File: config.mk
export PLATFORM = sky130hd
export DESIGN_NAME = pong_game_ctrl
export DESIGN_NICKNAME = d
export VERILOG_FILES = /design/src/rtl/pong_game_ctrl.sv
export SDC_FILE = /design/constraint.sdc
export NUM_CORES = 1
export LEC_CHECK = 0
export ABC_AREA = 1
export CELL_PAD_IN_SITES_DETAIL_PLACEMENT = 1
export CELL_PAD_IN_SITES_GLOBAL_PLACEMENT = 2
export CORE_MARGIN = 8
export CORE_UTILIZATION = 26
export CTS_CLUSTER_DIAMETER = 80
export DETAILED_ROUTE_END_ITERATION = 12
export PLACE_DENSITY_LB_ADDON = 0.05
export REMOVE_ABC_BUFFERS = 1
export SYNTH_ARGS = -nofsm -noshare
export SYNTH_HDL_FRONTEND = slang
export SYNTH_SLANG_ARGS = --single-unit
File: constraint.sdc
create_clock -name clk -period 1.6 [get_ports clk]
set_input_delay 0.24 -clock clk [delete_from_list [all_inputs] [get_ports clk]]
set_output_delay 0.24 -clock clk [all_outputs]
set_load 0.01 [all_outputs]
File: src/rtl/pong_game_ctrl.sv
// Match sequencer for the pong datapath: IDLE -> SERVE -> PLAY -> POINT -> OVER, with both scores.
// Optional pause phase in PLAY (state code 5) is built when PONG_PAUSE_EN is defined.
module pong_game_ctrl #(
    parameter int WIN_SCORE    = 5,
    parameter int SCORE_W      = 4,
    parameter int SERVE_FRAMES = 60,
    parameter int POINT_FRAMES = 90
) (
    input  logic               clk,
    input  logic               reset,
    input  logic               frame_tick,
    input  logic               start_btn,
    input  logic               miss_left,
    input  logic               miss_right,
    output logic               play_en,
    output logic               ball_reset,
    output logic               serve_dir,
    output logic [SCORE_W-1:0] score_p1,
    output logic [SCORE_W-1:0] score_p2,
    output logic [1:0]         winner,
    output logic [2:0]         state
);

    localparam int CNT_MAX = (SERVE_FRAMES > POINT_FRAMES) ? SERVE_FRAMES : POINT_FRAMES;
    localparam int CNT_W   = (CNT_MAX > 1) ? $clog2(CNT_MAX) : 1;

    localparam logic [CNT_W-1:0]   SERVE_LAST = CNT_W'(SERVE_FRAMES - 1);
    localparam logic [CNT_W-1:0]   POINT_LAST = CNT_W'(POINT_FRAMES - 1);
    localparam logic [SCORE_W-1:0] WIN_VAL    = SCORE_W'(WIN_SCORE);

    typedef enum logic [2:0] {
        ST_IDLE  = 3'd0,
        ST_SERVE = 3'd1,
        ST_PLAY  = 3'd2,
        ST_POINT = 3'd3,
        ST_OVER  = 3'd4,
        ST_PAUSE = 3'd5
    } state_t;

    state_t             state_q, state_d;
    logic [CNT_W-1:0]   cnt_q, cnt_d;
    logic [SCORE_W-1:0] p1_q, p1_d;
    logic [SCORE_W-1:0] p2_q, p2_d;
    logic [1:0]         winner_q, winner_d;
    logic               serve_dir_q, serve_dir_d;
    logic               play_en_q, play_en_d;
    logic               ball_reset_q, ball_reset_d;
    logic               start_q;
    logic               start_edge;
    logic               pause_req;

    assign start_edge = start_btn & ~start_q;

`ifdef PONG_PAUSE_EN
    assign pause_req = start_edge;
`else
    assign pause_req = 1'b0;
`endif

    always_comb begin
        state_d     = state_q;
        cnt_d       = cnt_q;
        p1_d        = p1_q;
        p2_d        = p2_q;
        winner_d    = winner_q;
        serve_dir_d = serve_dir_q;

        case (state_q)
            ST_IDLE: begin
                if (start_edge) begin
                    state_d  = ST_SERVE;
                    p1_d     = '0;
                    p2_d     = '0;
                    winner_d = 2'b00;
                end
            end
            ST_SERVE: begin
                if (frame_tick) begin
                    if (cnt_q == SERVE_LAST) begin
                        state_d = ST_PLAY;
                    end else begin
                        cnt_d = cnt_q + CNT_W'(1);
                    end
                end
            end
            ST_PLAY: begin
                if (pause_req) begin
                    state_d = ST_PAUSE;
                end else if (frame_tick) begin
                    // A corner hit touches both walls: nobody scores, just re-serve.
                    if (miss_left && miss_right) begin
                        state_d = ST_SERVE;
                    end else if (miss_left) begin
                        p2_d        = p2_q + SCORE_W'(1);
                        serve_dir_d = 1'b0;
                        state_d     = ST_POINT;
                    end else if (miss_right) begin
                        p1_d        = p1_q + SCORE_W'(1);
                        serve_dir_d = 1'b1;
                        state_d     = ST_POINT;
                    end
                end
            end
            ST_POINT: begin
                if (frame_tick) begin
                    if (cnt_q == POINT_LAST) begin
                        if (p1_q == WIN_VAL) begin
                            winner_d = 2'b01;
                            state_d  = ST_OVER;
                        end else if (p2_q == WIN_VAL) begin
                            winner_d = 2'b10;
                            state_d  = ST_OVER;
                        end else begin
                            state_d = ST_SERVE;
                        end
                    end else begin
                        cnt_d = cnt_q + CNT_W'(1);
                    end
                end
            end
            ST_OVER: begin
                if (start_edge) begin
                    state_d  = ST_SERVE;
                    p1_d     = '0;
                    p2_d     = '0;
                    winner_d = 2'b00;
                end
            end
`ifdef PONG_PAUSE_EN
            ST_PAUSE: begin
                if (start_edge) begin
                    state_d = ST_PLAY;
                end
            end
`endif
            default: begin
                state_d = ST_IDLE;
            end
        endcase

        // Every phase starts counting frames from zero.
        if (state_d != state_q) begin
            cnt_d = '0;
        end

        play_en_d    = (state_d == ST_PLAY);
        ball_reset_d = (state_d == ST_IDLE) || (state_d == ST_SERVE) || (state_d == ST_OVER);
    end

    always_ff @(posedge clk) begin
        if (reset) begin
            state_q      <= ST_IDLE;
            cnt_q        <= '0;
            p1_q         <= '0;
            p2_q         <= '0;
            winner_q     <= 2'b00;
            serve_dir_q  <= 1'b0;
            play_en_q    <= 1'b0;
            ball_reset_q <= 1'b1;
            start_q      <= 1'b0;
        end else begin
            state_q      <= state_d;
            cnt_q        <= cnt_d;
            p1_q         <= p1_d;
            p2_q         <= p2_d;
            winner_q     <= winner_d;
            serve_dir_q  <= serve_dir_d;
            play_en_q    <= play_en_d;
            ball_reset_q <= ball_reset_d;
            start_q      <= start_btn;
        end
    end

    assign play_en    = play_en_q;
    assign ball_reset = ball_reset_q;
    assign serve_dir  = serve_dir_q;
    assign score_p1   = p1_q;
    assign score_p2   = p2_q;
    assign winner     = winner_q;
    assign state      = state_q;

endmodule

---- After elaboration in Yosys (flattened, before gate mapping) ----
Cells that the tools add are included.
cells by class
  add/subtract/negate cells ............... 3
  eq/ne operators ......................... 24
  muxes and demuxes ....................... 35
  bitwise operators ....................... 3
  reductions and logical operators ........ 16
operators by type and width
  kind                                                  number
  2-to-1 mux 3 bit                                      11
  2-to-1 mux 4 bit                                      8
  2-to-1 mux 7 bit                                      4
  inequality test 2 bit (second input constant)         10
  case mux 4 bit (2 select lines)                       2
  AND reduction 5 bit                                   3
  case mux 7 bit (2 select lines)                       1
  case mux 3 bit (4 select lines)                       1
  2-to-1 mux 2 bit                                      5
  equality test 3 x 2 -> 1 bit (second input constant)  3
  adder 4 x 1 -> 4 bit (second input constant)          2
  equality test 4 x 3 -> 1 bit (second input constant)  2
  nonzero test 2 bit                                    4
  adder 7 x 1 -> 7 bit (second input constant)          1
  equality test 7 x 6 -> 1 bit (second input constant)  1
  equality test 7 bit (second input constant)           1
  equality test 3 x 1 -> 1 bit (second input constant)  2
  equality test 3 bit (second input constant)           2
  logical NOT 3 bit                                     2
  AND reduction 6 bit                                   1
  case mux 2 bit (2 select lines)                       1
  AND reduction 4 bit                                   1
  OR reduction 2 bit                                    2
  inequality test 3 bit                                 1
  other kinds (7)                                       10
word-level totals
  register bits after elaboration ......... 24
  input bits .............................. 6
  output and inout bits ................... 16
  word-level logic and storage cells ...... 90

---- Depth between registers and ports, before layout ----
Gate-level depths: netlist (run 1).
  depth in word-level cells ............... 9
  mapped depth ............................ 13
  depth with buffers taken out ............ 13

---- Least setup slack after synthesis (run 1) ----
No wires, ideal clock.
  kind .................................... register -> register
  start point ............................. register p1_q[1] (netlist: score_p1[1])
  end point ............................... register cnt_q[0]
  setup time .............................. 62 ps
  data arrival time ....................... 1389 ps
  data required time ...................... 1538 ps
  path slack .............................. 149 ps
  stages on the path, launching flop included .. 12
  path buffers ............................ 0
  clock period less this slack ............ 1451 ps
  path through ............................ dfxtp_1 -> inv_1 -> ha_1 -> nand3_1 -> nand2_1 -> inv_1 -> nand2_1 -> nand3_1 -> nand3_1 -> nor2_4 -> nand2_4 -> nor2_2
between the ends
  cells in the longest elaborated chain, start to end .. 7
RTL lines
  what                                 RTL line  RTL
  start: declaration                   42        logic [SCORE_W-1:0] p1_q, p1_d;
  start signal: assignment             164       p1_q <= p1_d;
  equality test 4 x 3 -> 1 bit         107       if (p1_q == WIN_VAL) begin
  2-to-1 mux 3 bit                     107
  2-to-1 mux 3 bit                     106       if (cnt_q == POINT_LAST) begin
  2-to-1 mux 3 bit                     105       if (frame_tick) begin
  case mux 3 bit (4 select lines)      68        case (state_q)
  inequality test 3 bit                142       if (state_d != state_q) begin
  OR reduction 2 bit (no source line)  -
  end signal: assignment               163       cnt_q <= cnt_d;
  end: declaration                     41        logic [CNT_W-1:0] cnt_q, cnt_d;
No other way between the ends.
A chain may end at the register's enable or synchronous reset.

---- Final worst setup path (run 1) ----
  start point ............................. register cnt_q[1]
  end point ............................... register cnt_q[0]
between the ends
  cells in the longest elaborated chain, start to end .. 6
  elaborated cells on any way between the ends .. 12
  classes of those cells .................. 5 x eq/ne; 5 x mux; 2 x reduce/logical
RTL lines
  what                                                                 RTL line
  equality test 7 bit or equality test 7 x 6 -> 1 bit (tied branches)  106, 79
  2-to-1 mux 3 bit, on equally long branches                           106, 79
  2-to-1 mux 3 bit, on equally long branches                           105, 78
  case mux 3 bit (4 select lines)                                      68
  inequality test 3 bit                                                142
  OR reduction 2 bit (no source line)                                  -
Several ways; a longest one is shown, not always the timed one.

==> impl_metrics.env, run 1 <==
export IMPL_outcome="completed"
export IMPL_drive_above_1_share_pct=41.4
export IMPL_clkSinkCount=24
export IMPL_power_leakage_uw=0.000975
export IMPL_grt_antenna_before_repair=0
export IMPL_nNetsFinal=295
export IMPL_skew_ps=3.81
export IMPL_setup_tns_ps=0
export IMPL_yosysTopAreaCellShare_pct=31.8
export IMPL_cts_tree="done"
export IMPL_path_clk_slew_ps=90
export IMPL_clock_latency_ps=270
export IMPL_yosysTopAreaCell="dfxtp_1"
export IMPL_die_w_um=92.2
export IMPL_dr_total_vias=1535
export IMPL_cts_max_level=1
export IMPL_synth_top_cells_by_area="dfxtp_1 32%, nand2_1 8.5%, inv_1 8.2%"
export IMPL_min_delay_start="frame_tick"
export IMPL_preCtsSetupSlack_ps=-280
export IMPL_hold_path_endpoint="serve_dir"
export IMPL_r2r_cells=12
export IMPL_synthesis_area_um2=1510
export IMPL_yosys_warnings=0
export IMPL_drtIter0Drc=39
export IMPL_rsz0062_at_grt="true"
export IMPL_vdd_ir_drop_max_mv=0.255
export IMPL_multi_input_area_um2=1050
export IMPL_gp_congestion=0.742
export IMPL_antenna_cells=0
export IMPL_yosys_cell_count_top_type="nand2_1"
export IMPL_grt_overflow_total=0
export IMPL_power_density_nw_per_um2=542
export IMPL_grt_usage_pct=10.2
export IMPL_fin_crit_sh_pct=95.7
export IMPL_critical_path_reg2reg_endpoint="cnt_q[0]"
export IMPL_syn2layout_area_growth_pct=56.1
export IMPL_fill_cells=693
export IMPL_power_frac_clock_pct=28.7
export IMPL_core_area_um2=5570
export IMPL_timing_fmax_mhz=653
export IMPL_p_seq_share_pct=48.7
export IMPL_wire_per_inst_um=12.3
export IMPL_maxSlewViolCount=0
export IMPL_worst_slack_ps=68.4
export IMPL_die_h_um=92.2
export IMPL_rows=27
export IMPL_synth_seq_cells=24
export IMPL_die_area_um2=8500
export IMPL_relSlewSlack_pct=82.7
export IMPL_path_max_fanout=7
export IMPL_drc_errors=0
export IMPL_synth_edff_count=0
export IMPL_start_kind="flop"
export IMPL_worst_slew_pin_slew_ps=257
export IMPL_worstPathRequired_ps=1810
export IMPL_viasPerCell=4.36
export IMPL_internal_power_uw=915
export IMPL_yosys_top_cells_count="34 x nand2_1, 33 x inv_1, 24 x dfxtp_1, 24 x nand3_1, 21 x nor2_1"
export IMPL_ys_seq_area_share_pct=31.8
export IMPL_grt_pass1_vias=1508
export IMPL_fin_area_um2=2350
export IMPL_r2r_start="cnt_q[1]"
export IMPL_cts_buffers=3
export IMPL_max_cap_violations=0
export IMPL_min_period_ps=1530
export IMPL_ioPinCount=22
export IMPL_finalSetupViolCount=0
export IMPL_min_path_type="input pin to flop"
export IMPL_grt_first_pass_wirelength_um=7230
export IMPL_place_area_um2=2070
export IMPL_finalHoldViolCount=0
export IMPL_yosysUniqueCellTypes=25
export IMPL_postRouteAntennaNets=0
export IMPL_dr_pass1_iters=4
export IMPL_grt_max_degree=13
export IMPL_root_buffer="clkbuf_8"
export IMPL_syn_area_per_cell_um2=6.95
export IMPL_p_sw_share_pct=28.3
export IMPL_placedCellCount=343
export IMPL_r2r_slack_ps=70
export IMPL_dp_hpwl_um=3340
export IMPL_wirelength_um=4340
export IMPL_initial_core_util_pct=27.1
export IMPL_synth_main_ff_cell="dfxtp_1"
export IMPL_register_area_um2=499
export IMPL_instances_no_fill=352
export IMPL_crit_type="flop to flop"
export IMPL_port_buffers=21
export IMPL_endpoint_kind="flop"
export IMPL_power_switching_uw=361
export IMPL_p_comb_share_pct=22.6
export IMPL_cts_buffer_depth=2
export IMPL_async_flop_share_pct=0
export IMPL_whs_path_depth=3
export IMPL_syn_instance_count=217
export IMPL_worstPathArrival_ps=1740
area by class of cell:
type,count,share of cell area [%]
clock buffers,3,1.75
inverters,41,6.64
multi-input cells,153,44.5
flip-flops and latches,24,21.2
well taps,72,3.83
repair buffers,59,22.1
routing by layer:
metal	wire (µm)	vias to the layer above	track usage (%)
met5	0	-	0
met4	40	0	3.22
met3	121	4	2.04
met2	2180	14	17.0
met1	2000	708	12.9
li1	-	809	-
flip-flops by register name (all words and copies together), names as in the netlist:
register    count
ball_reset      1
cnt_q           7
play_en         1
start_q         1
winner          2
score_p1        4
score_p2        4
serve_dir       1
state           3
worst max-delay path: stages (launching register included):
cell and delay, ps:
dfxtp_4 380, ha_4 160, inv_2 50, nor2_2 30, nand2_2 80, nor2_4 50
buf_4 130, buf_4 120, inv_1 50, nand2_2 60, nor2_4 160, nand2_8 100
nor2_2 90
metrics by stage:
step	power [µW]	hold slack (ps)	utilization [%]
after detailed placement	898	443	37.1
final	1280	393	42.2
after global placement	895	438	37.1
after global routing	1350	431	42.2
after CTS	1270	456	38.2
after floorplan	758	309	-
power by group through the flow:
| stage | clock network, µW | logic, µW | registers (µW) |
|---|---|---|---|
| detailed placement | 0 | 258 | 639 |
| CTS | 384 | 262 | 625 |
| finish | 366 | 288 | 622 |
| global route | 407 | 318 | 625 |
| floorplan | 0 | 107 | 651 |
| global placement | 0 | 256 | 639 |
worst max path at each step:
stage,start,endpoint,slack (ps),cells after the start
floorplan,score_p1[1],cnt_q[0],150,11
detailed placement,miss_left,score_p1[3],-280,8
finish,cnt_q[1],cnt_q[0],70,12
global route,cnt_q[0],cnt_q[1],-40,11
CTS,cnt_q[0],cnt_q[0],2,11
global placement,miss_left,score_p1[3],-270,8
cell families after synthesis:
family                   share of synthesized area [%]
flip-flops                                        31.8
adder cells (fa/ha/maj)                           5.80
AND/OR/NAND/NOR                                   40.4
buffers and inverters                             10.2
XOR/XNOR                                          4.06
AO/OA/AOI/OAI                                     7.71
cells in the final DEF (no fill, tap or decap), drive strengths merged:
master,instances
clkbuf,3
a21o,1
a211oi,2
nand4,1
ha,7
dlymetal6s2s,3
buf,38
nor2,36
nor3b,2
o31ai,2
dfxtp,24
inv,41
nand3,27
xor2,5
nand2,48
or2,1
a21oi,6
xnor2,2
o21ai,8
nor3,4
clkdlybuf4s50,18
a31o,1
what timing repair did:
action	in CTS	in global routing
endpoints found under the setup margin	11	19
setup buffers	0	5
gates resized for setup	8	50
gates cloned	0	1
hold buffers	0	0
pin swaps	0	20
Note: power is estimated with default switching activity, not from simulation.
==> run 2, diff against run 1 <==
--- a/config.mk
+++ b/config.mk
@@ -12,6 +12,7 @@
 export CORE_UTILIZATION = 26
 export CTS_CLUSTER_DIAMETER = 80
 export DETAILED_ROUTE_END_ITERATION = 12
+export GPL_TIMING_DRIVEN = 0
 export PLACE_DENSITY_LB_ADDON = 0.05
 export REMOVE_ABC_BUFFERS = 1
 export SYNTH_ARGS = -nofsm -noshare
==> run 2 against run 1 <==
Compared with the run above:
- sequential share of layout area is 2.3 points higher
- non-clock buffer count down 28
- routed wire length shrank 7.1%
- design area decreased by 8.7%
- sequential power increased by 2%
- clock-buffer cell count increased by 1
- cell count shrank 7.7%
- worst hold slack better by 60 ps
- critical path depth shrank 11
- register-to-register slack better by 40 ps
- flip-flop and latch count did not move
- first-iteration DRC count did not move
==> impl_metrics.env, run 2 (synthesis results as in run 1) <==
export IMPL_worstPathCellList="clkdlybuf4s50_1"
export IMPL_rows=27
export IMPL_syn2layout_area_growth_pct=42.5
export IMPL_grt_antenna_before_repair=0
export IMPL_crit_family="buffers and inverters"
export IMPL_p_sw_share_pct=28.7
export IMPL_r2r_slack_ps=110
export IMPL_p_seq_share_pct=49.0
export IMPL_postRouteAntennaNets=0
export IMPL_whs_path_depth=2
export IMPL_drc_errors=0
export IMPL_relSlewSlack_pct=77.9
export IMPL_grt_max_degree=14
export IMPL_setup_tns_ps=0
export IMPL_finalHoldViolCount=0
export IMPL_max_stage_delay_ps=580
export IMPL_path_max_fanout=8
export IMPL_grt_overflow_total=0
export IMPL_finalSetupViolCount=0
export IMPL_largest_reg_flops=7
export IMPL_clkSinkCount=24
export IMPL_core_area_um2=5570
export IMPL_grt_first_pass_wirelength_um=7100
export IMPL_wirelength_um=4030
export IMPL_hold_path_endpoint="serve_dir"
export IMPL_fin_area_um2=2150
export IMPL_cts_buffer_depth=2
export IMPL_preCtsSetupSlack_ps=-351
export IMPL_ioPinCount=22
export IMPL_r2r_start="cnt_q[1]"
export IMPL_total_power_uw=1290
export IMPL_power_frac_clock_pct=34.0
export IMPL_antenna_cells=0
export IMPL_outcome="completed"
export IMPL_worstPathArrival_ps=1300
export IMPL_vdd_ir_drop_max_mv=0.338
export IMPL_crit_type="flop to primary output"
export IMPL_critical_path_reg2reg_endpoint="cnt_q[6]"
export IMPL_largest_register="cnt_q"
export IMPL_min_path_type="flop to flop"
export IMPL_nNetsFinal=267
export IMPL_worst_slew_pin_slew_ps=331
export IMPL_dr_pass1_iters=4
export IMPL_cp_num_buf_inv=1
export IMPL_dp_hpwl_um=3080
export IMPL_skew_ps=6.69
export IMPL_rsz0062_at_grt="true"
export IMPL_start_kind="flop"
export IMPL_power_density_nw_per_um2=600
export IMPL_cts_max_level=1
export IMPL_clock_latency_ps=280
export IMPL_p_comb_share_pct=17.0
export IMPL_max_cap_violations=0
export IMPL_power_switching_uw=370
export IMPL_drtIter0Drc=39
export IMPL_drive_above_1_share_pct=35.6
export IMPL_port_buffers=21
export IMPL_initial_core_util_pct=27.1
export IMPL_die_area_um2=8500
export IMPL_fin_util_pct=38.6
export IMPL_power_leakage_uw=0.000840
export IMPL_root_buffer="clkbuf_8"
export IMPL_grt_pass1_vias=1517
export IMPL_worstPathRequired_ps=1360
export IMPL_viasPerCell=4.45
export IMPL_internal_power_uw=921
export IMPL_gp_congestion=0.703
export IMPL_place_area_um2=1810
export IMPL_cts_tree="done"
export IMPL_min_delay_start="serve_dir"
export IMPL_timing_fmax_mhz=649
export IMPL_final_cell_mix="29 x inv_1, 29 x nand2_1, 19 x nand3_1, 18 x clkdlybuf4s50_1, 16 x nor2_1"
export IMPL_slowest_stage="clkdlybuf4s50_1"
export IMPL_cts_buffers=3
export IMPL_endpoint_kind="primary output"
export IMPL_min_period_ps=1540
export IMPL_fin_crit_sh_pct=96.3
export IMPL_path_clk_slew_ps=100
export IMPL_die_w_um=92.2
export IMPL_maxSlewViolCount=0
export IMPL_r2r_cells=11
export IMPL_grt_usage_pct=10.1
export IMPL_wire_per_inst_um=12.4
export IMPL_dr_total_vias=1447
export IMPL_hold_buffers=0
export IMPL_die_h_um=92.2
export IMPL_worst_slack_ps=58.6
run 2: final cells by class:
class / instances / area [µm²]
flip-flops and latches: 24 / 504
well taps: 72 / 90.1
clock buffers: 4 / 55.1
inverters: 41 / 159
repair buffers: 31 / 289
fillers: 702 / 3420
multi-input cells: 153 / 1050
run 2: timing repair:
item / in CTS / in global routing
hold endpoints to repair: 0 / 0
pin swaps: 3 / 19
buffers inserted: 1 / 9
resized for setup: 21 / 40
endpoints found under the setup margin: 15 / 16
gates cloned: 0 / 1
run 2: routing by layer:
layer	GRT usage, %	vias up	wire length, µm
met5	0	-	0
met4	1.21	0	19
met3	2.93	2	164
met2	18.1	15	2070
met1	11.9	675	1780
li1	-	755	-
run 2: power by group through the flow:
stage                     clock [µW]  sequential [µW]  combinational [µW]
after floorplan                    0              651                 107
final                            439              633                 219
after global routing             492              636                 247
after detailed placement           0              649                 188
after global placement             0              649                 187
after CTS                        487              637                 196
run 2: per-stage QoR:
| step | hold WS (ps) | instances |
|---|---|---|
| 6_report | 453 | 325 |
| 5_1_grt | 471 | 325 |
| 4_1_cts | 460 | 315 |
| 3_5_place_dp | 443 | 310 |
| 3_3_place_gp | 439 | 310 |
| 2_1_floorplan | 309 | 217 |
run 2: worst max path at each step:
stage | to | depth (start not counted) | from | slack, ps
after detailed placement | score_p1[1] | 9 | miss_left | -350
after CTS | cnt_q[1] | 13 | cnt_q[1] | 0.8
after global placement | cnt_q[3] | 10 | frame_tick | -370
after global routing | cnt_q[6] | 11 | cnt_q[1] | -8
final | state[0] | 1 | state[0] | 60
after floorplan | cnt_q[0] | 11 | score_p1[1] | 150
==> RTL edit 1 (settings of run 1) <==
`p1_q` no longer has a reset.
--- a/src/rtl/pong_game_ctrl.sv
+++ b/src/rtl/pong_game_ctrl.sv
@@ -153,3 +153,2 @@
             cnt_q        <= '0;
-            p1_q         <= '0;
             p2_q         <= '0;
@@ -163,3 +162,2 @@
             cnt_q        <= cnt_d;
-            p1_q         <= p1_d;
             p2_q         <= p2_d;
@@ -171,2 +169,6 @@
         end
+    end
+
+    always_ff @(posedge clk) begin
+        p1_q <= p1_d;
     end
Check against the original RTL: no difference found for any inputs over 10 cycles, from zero or initial values and one cycle with reset high; that may be too few to reach the edited logic, so the function may still have changed.
==> RTL edit 1 against run 1 <==
  * Die area increased by 2.3%
  * Sequential cell count did not move
  * First-iteration DRC count is 36% lower
  * Combinational power down 4%
  * Setup slack got worse by 0.029 ns
  * Count of clock-buffer cells in the layout unchanged
  * Power grew 15%
  * Area after synthesis grew 2.8%
  * Worst hold slack better by 0.065 ns
  * Sequential share of layout area up 0.66 points
  * Cell count up 2.3%
  * Design area increased by 4.0%
  * Wire length increased by 11%
  * Via count is 2.7% higher
  * Critical endpoint unchanged
  * Largest cell class unchanged
  * Largest power group unchanged
==> RTL edit 1: results (changes against run 1) <==
* Post-synth cell types at 27 (+8.0%)
* Share of layout cells above drive strength 1 at 38.2% (-3.2 points)
* Clock root buffer: clkbuf_8
* Final nets at 299 (+1.4%)
* 1st-iter DRT viols at 25 (-36%)
* First-pass GRT wire length at 7730 um (+6.9%)
* CTS Buf Count at 3 (unchanged)
* Largest net degree at the start of global routing at 15 (+2)
* Global placement routability congestion at 0.706 (-4.9%)
* Maximum clock path buffer count at 2 (unchanged)
* Post-synth top cells: 44 x nand2_1, 35 x inv_1, 25 x nor2_1
* Max VDD drop at 0.300 mV (+18%)
* All-layer global routing usage at 11.1% (+0.89 points)
* DP HPWL at 3660 um (+9.4%)
* WL final at 4820 um (+11%)
* Top post-synthesis cells by area: dfxtp_1 26%, nand2_1 11%, inv_1 8.5%, edfxtp_1 7.7%, nand3_1 6.1%
* Vias per std cell at 4.38 (+0.39%)
* Post-synth EDFFs at 4 (+4)
* Final Skew at 0.00467 ns (+0.000858 ns)
* Status: completed
* Fill cells at 728 (+5.1%)
* Vias in the first global route at 1,613 (+7.0%)
* Crit path DAT at 1.76 ns (+0.02 ns)
* Seq/Total Area, Yosys at 33.5% (+1.7 points)
* Htree depth at 1 (unchanged)
* HP Class: reg -> reg
* Slew at the pin closest to its max-slew limit at 0.271 ns (+0.0135 ns)
* Leakage power total at 1.13 nW (+16%)
* First-pass detailed-route iteration total at 4 (unchanged)
## RTL edit 1: changes by cell type after synthesis, moves of 4 or more
cell,change
nand2_1,+10
inv_2,-4
edfxtp_1,+4
nand3_1,-5
dfxtp_1,-4
nand4_1,+4
nor2_1,+4
nand2_2,-4
nor2_2,-8
nor3_2,+7
## RTL edit 1: metal layers
layer	share of wire [%]	global-route usage, %
met5	0	0
met4	0.54	2.42
met3	2.8	1.84
met1	43	12.5
met2	53	21.0
## RTL edit 1: kinds of logic (layout without fill, tap and decap cells)
| group | after synthesis | after routing | synth area share [%] |
|---|---|---|---|
| simple gates | 122 | 122 | 41.3 |
| buf+inv | 41 | 108 | 10.4 |
| flops | 24 | 24 | 33.5 |
| compound gates | 19 | 19 | 6.29 |
| fa+ha+maj | 7 | 7 | 5.64 |
| xor+xnor | 5 | 5 | 2.82 |
## RTL edit 1: worst paths after layout
check,to,cells after the start,startpoint,slack (ns)
max,cnt_q[0],9,cnt_q[1],0.04
min,serve_dir,2,serve_dir,0.46
max reg2reg,cnt_q[0],9,cnt_q[1],0.04
min reg2reg,serve_dir,2,serve_dir,0.46
## RTL edit 1: layout make-up
| class | instances | area share [%] |
|---|---|---|
| flip-flops and latches | 24 | 21.9 |
| clock buffers | 3 | 1.69 |
| multi-input cells | 153 | 42.8 |
| repair buffers | 65 | 22.5 |
| clock inverters | 1 | 1.23 |
| well taps | 75 | 3.83 |
| inverters | 39 | 6.08 |
## RTL edit 1: power breakdown
group          total (mW)  internal [mW]  switching (mW)
Sequential          0.643          0.628          0.0150
Clock               0.555          0.335           0.220
Combinational       0.276          0.125           0.152
## RTL edit 1: per-stage QoR
stage | cell area (um^2) | total power [mW] | setup slack [ns] | TNS [ns] | instances
2_1_floorplan | 1540 | 0.771 | 0.0928 | 0 | 216
3_3_place_gp | 2120 | 0.904 | -0.259 | -3.53 | 349
3_5_place_dp | 2120 | 0.907 | -0.276 | -3.93 | 349
4_1_cts | 2250 | 1.48 | 0.00407 | 0 | 356
5_1_grt | 2450 | 1.55 | -0.0722 | -0.461 | 360
6_report | 2450 | 1.47 | 0.0394 | 0 | 360
## RTL edit 1: what timing repair did
| item | in CTS | in global routing |
|---|---|---|
| endpoints found under the hold margin | 0 | 0 |
| gates resized for setup | 15 | 47 |
| buffers inserted | 3 | 4 |
| endpoints found under the setup margin | 9 | 19 |
| pin swaps | 7 | 17 |
## RTL edit 1: critical path, cell delays in order, from the launching register on
cell and delay, ns:
dfxtp_4 0.39, ha_4 0.16, inv_4 0.04, nor2_4 0.12, nand3_4 0.10, nor2_4 0.16
nor2_4 0.04, nand3_2 0.09, nand3_4 0.17, nor3_4 0.21
==> RTL edit 2 (settings of run 1) <==
Without the edit above. The option `PONG_PAUSE_EN` is turned on by a define.
--- a/src/rtl/pong_game_ctrl.sv
+++ b/src/rtl/pong_game_ctrl.sv
@@ -2,2 +2,4 @@
 // Optional pause phase in PLAY (state code 5) is built when PONG_PAUSE_EN is defined.
+`define PONG_PAUSE_EN
+
 module pong_game_ctrl #(
Check against the original RTL: no difference found for any inputs over 10 cycles, from zero or initial values and one cycle with reset high; that may be too few to reach the edited logic, so the function may still have changed.
==> RTL edit 2 against run 1 <==
  * The run now ends with setup timing left
  * Setup slack got worse by 0.092 ns
  * Critical path depth fell by 2
  * Design area fell by 6.1%
  * Wire length grew 3.6%
  * Area after synthesis is 5.9% lower
  * Sequential cell count stayed put
  * Fmax down 5.6%
  * Sequential share of layout area increased by 1.1 points
  * Worst hold slack improved by 0.085 ns
  * Power up 35%
  * Critical path type is now in -> reg
  * Largest cell class unchanged
==> RTL edit 2: results (changes against run 1) <==
* Slew at the pin closest to its max-slew limit at 0.326 ns (+0.0684 ns)
* Setup ws final at -0.0232 ns (-0.0916 ns)
* Seq/Total Area, Yosys at 33.8% (+2.0 points)
* Failing checks: setup timing
* Pre-CTS WS at -0.275 ns (+0.00481 ns)
* Final Skew at 0.00632 ns (+0.00251 ns)
* # setup viols final at 7 (+7)
* Met2 routed WL at 2230 um (+2.5%)
* Clock latency on the worst-skew pair at 0.27 ns (about the same)
* Count of input and output buffers at 21 (unchanged)
* First-pass GRT wire length at 7660 um (+5.9%)
* Warnings from Yosys at 0 (unchanged)
* DP HPWL at 3580 um (+7.0%)
* Met3 Wirelength at 105 um (-13%)
* WL final at 4500 um (+3.6%)
* Fill cells at 682 (-1.6%)
* Met1 usage at 13.4% (+0.52 points)
* Share of layout cells above drive strength 1 at 30.7% (-11 points)
* Global placement routability congestion at 0.809 (+9.1%)
* Clock root buffer: clkbuf_8
* M2 GR Usage at 19.8% (+2.8 points)
* Via count at 1,538 (+0.20%)
* Top post-synthesis cells by area: dfxtp_1 34%, nand2_1 11%, inv_1 9.3%, nor2_1 8.7%, nand3_1 7.0%
* All-layer global routing usage at 11.2% (+1.0 points)
* Crit path DAT at 1.79 ns (+0.05 ns)
* Status: finished with violations
* Multiplexer share of the synthesized area at 0% (unchanged)
* Cells after Synth at 215 (-0.92%)
* Non-filler cells, final at 349 (-0.85%)
* Placed Cells at 339 (-1.2%)
* Area post-placement at 0.00195 mm^2 (-5.8%)
* Htree depth at 1 (unchanged)
* Crit Path Max Fanout at 9 (+2)
* Complex-gate fraction of the synthesized area at 10.1% (+2.4 points)
* HP Class: reg -> reg
* Leakage power total at 0.952 nW (-2.3%)
* Adder-cell share of the synthesized area at 5.29% (-0.52 points)
* Largest net degree at the start of global routing at 15 (+2)
* Post-synth top cells: 42 x nand2_1, 35 x inv_1, 33 x nor2_1
* Setup_tns at -0.118 ns (-0.118 ns)
* M3 GR Usage at 2.24% (+0.21 points)
* WL met1 at 2140 um (+6.8%)
* Xor/xnor share of the synthesized area at 4.32% (+0.25 points)
* Family with the most delay on the worst path: simple AND/OR/NAND/NOR gates
* CP max stage delay at 0.49 ns (+0.11 ns)
* Slowest cell on the critical path: clkdlybuf4s50_1
* 1st-iter DRT viols at 34 (-13%)
* Synth Flop Type: dfxtp_1
* Vias in the first global route at 1,669 (+11%)
* Post-synth cell types at 26 (+4.0%)
* Util after Layout at 40.9% (-1.3 points)
* Initial antenna violation count at 0 (unchanged)
* Max VDD drop at 0.379 mV (+49%)
* First-pass detailed-route iteration total at 4 (unchanged)
* Final nets at 290 (-1.7%)
==> RTL edit 2: cell count changes after synthesis, moves of 4 or more <==
cell,run 1,this run
nor2_1,21,33
nor2_2,13,3
nand2_1,34,42
nand2_2,9,2
inv_2,8,3
o21ai_0,4,9
nand2_4,4,0
nand3_1,24,20
==> RTL edit 2: final timing paths <==
path | from | end | slack [ns] | cells after the start
worst max register to register | cnt_q[1] | cnt_q[2] | -0.01 | 12
worst max-delay path | start_btn | cnt_q[2] | -0.02 | 10
worst min register to register | serve_dir | serve_dir | 0.48 | 2
worst min-delay path | serve_dir | serve_dir | 0.48 | 2
==> RTL edit 2: cell type report <==
| cell class | count | area [um^2] | area share [%] |
|---|---|---|---|
| tap | 72 | 90.1 | 4.07 |
| timing repair buffer | 60 | 512 | 23.1 |
| clock buffer | 3 | 41.3 | 1.87 |
| inverter | 38 | 145 | 6.56 |
| clock inverter | 1 | 30.0 | 1.36 |
| multi-input combinational | 151 | 900 | 40.7 |
| sequential | 24 | 494 | 22.3 |
==> RTL edit 2: worst reg2reg max path, stage by stage, from the launching register on <==
cell,delay (ns)
dfxtp_4,0.37
inv_4,0.06
ha_4,0.13
nand2_2,0.06
nor2_2,0.10
nand3_1,0.09
nand2_2,0.10
buf_6,0.11
nand4_1,0.12
nand2_1,0.11
nand2_2,0.07
nand3_4,0.13
nor2_2,0.06
==> RTL edit 2: what timing repair did <==
| item | CTS | global route |
|---|---|---|
| endpoints found under the setup margin | 10 | 19 |
| resized for setup | 11 | 41 |
| pin swaps | 3 | 10 |
| setup buffers | 5 | 1 |
==> RTL edit 2: report_power, final <==
part	total (mW)	switching (mW)	leakage, nW	internal [mW]
logic	0.532	0.277	0.718	0.255
registers	0.658	0.0300	0.198	0.628
clock network	0.537	0.202	0.0357	0.334
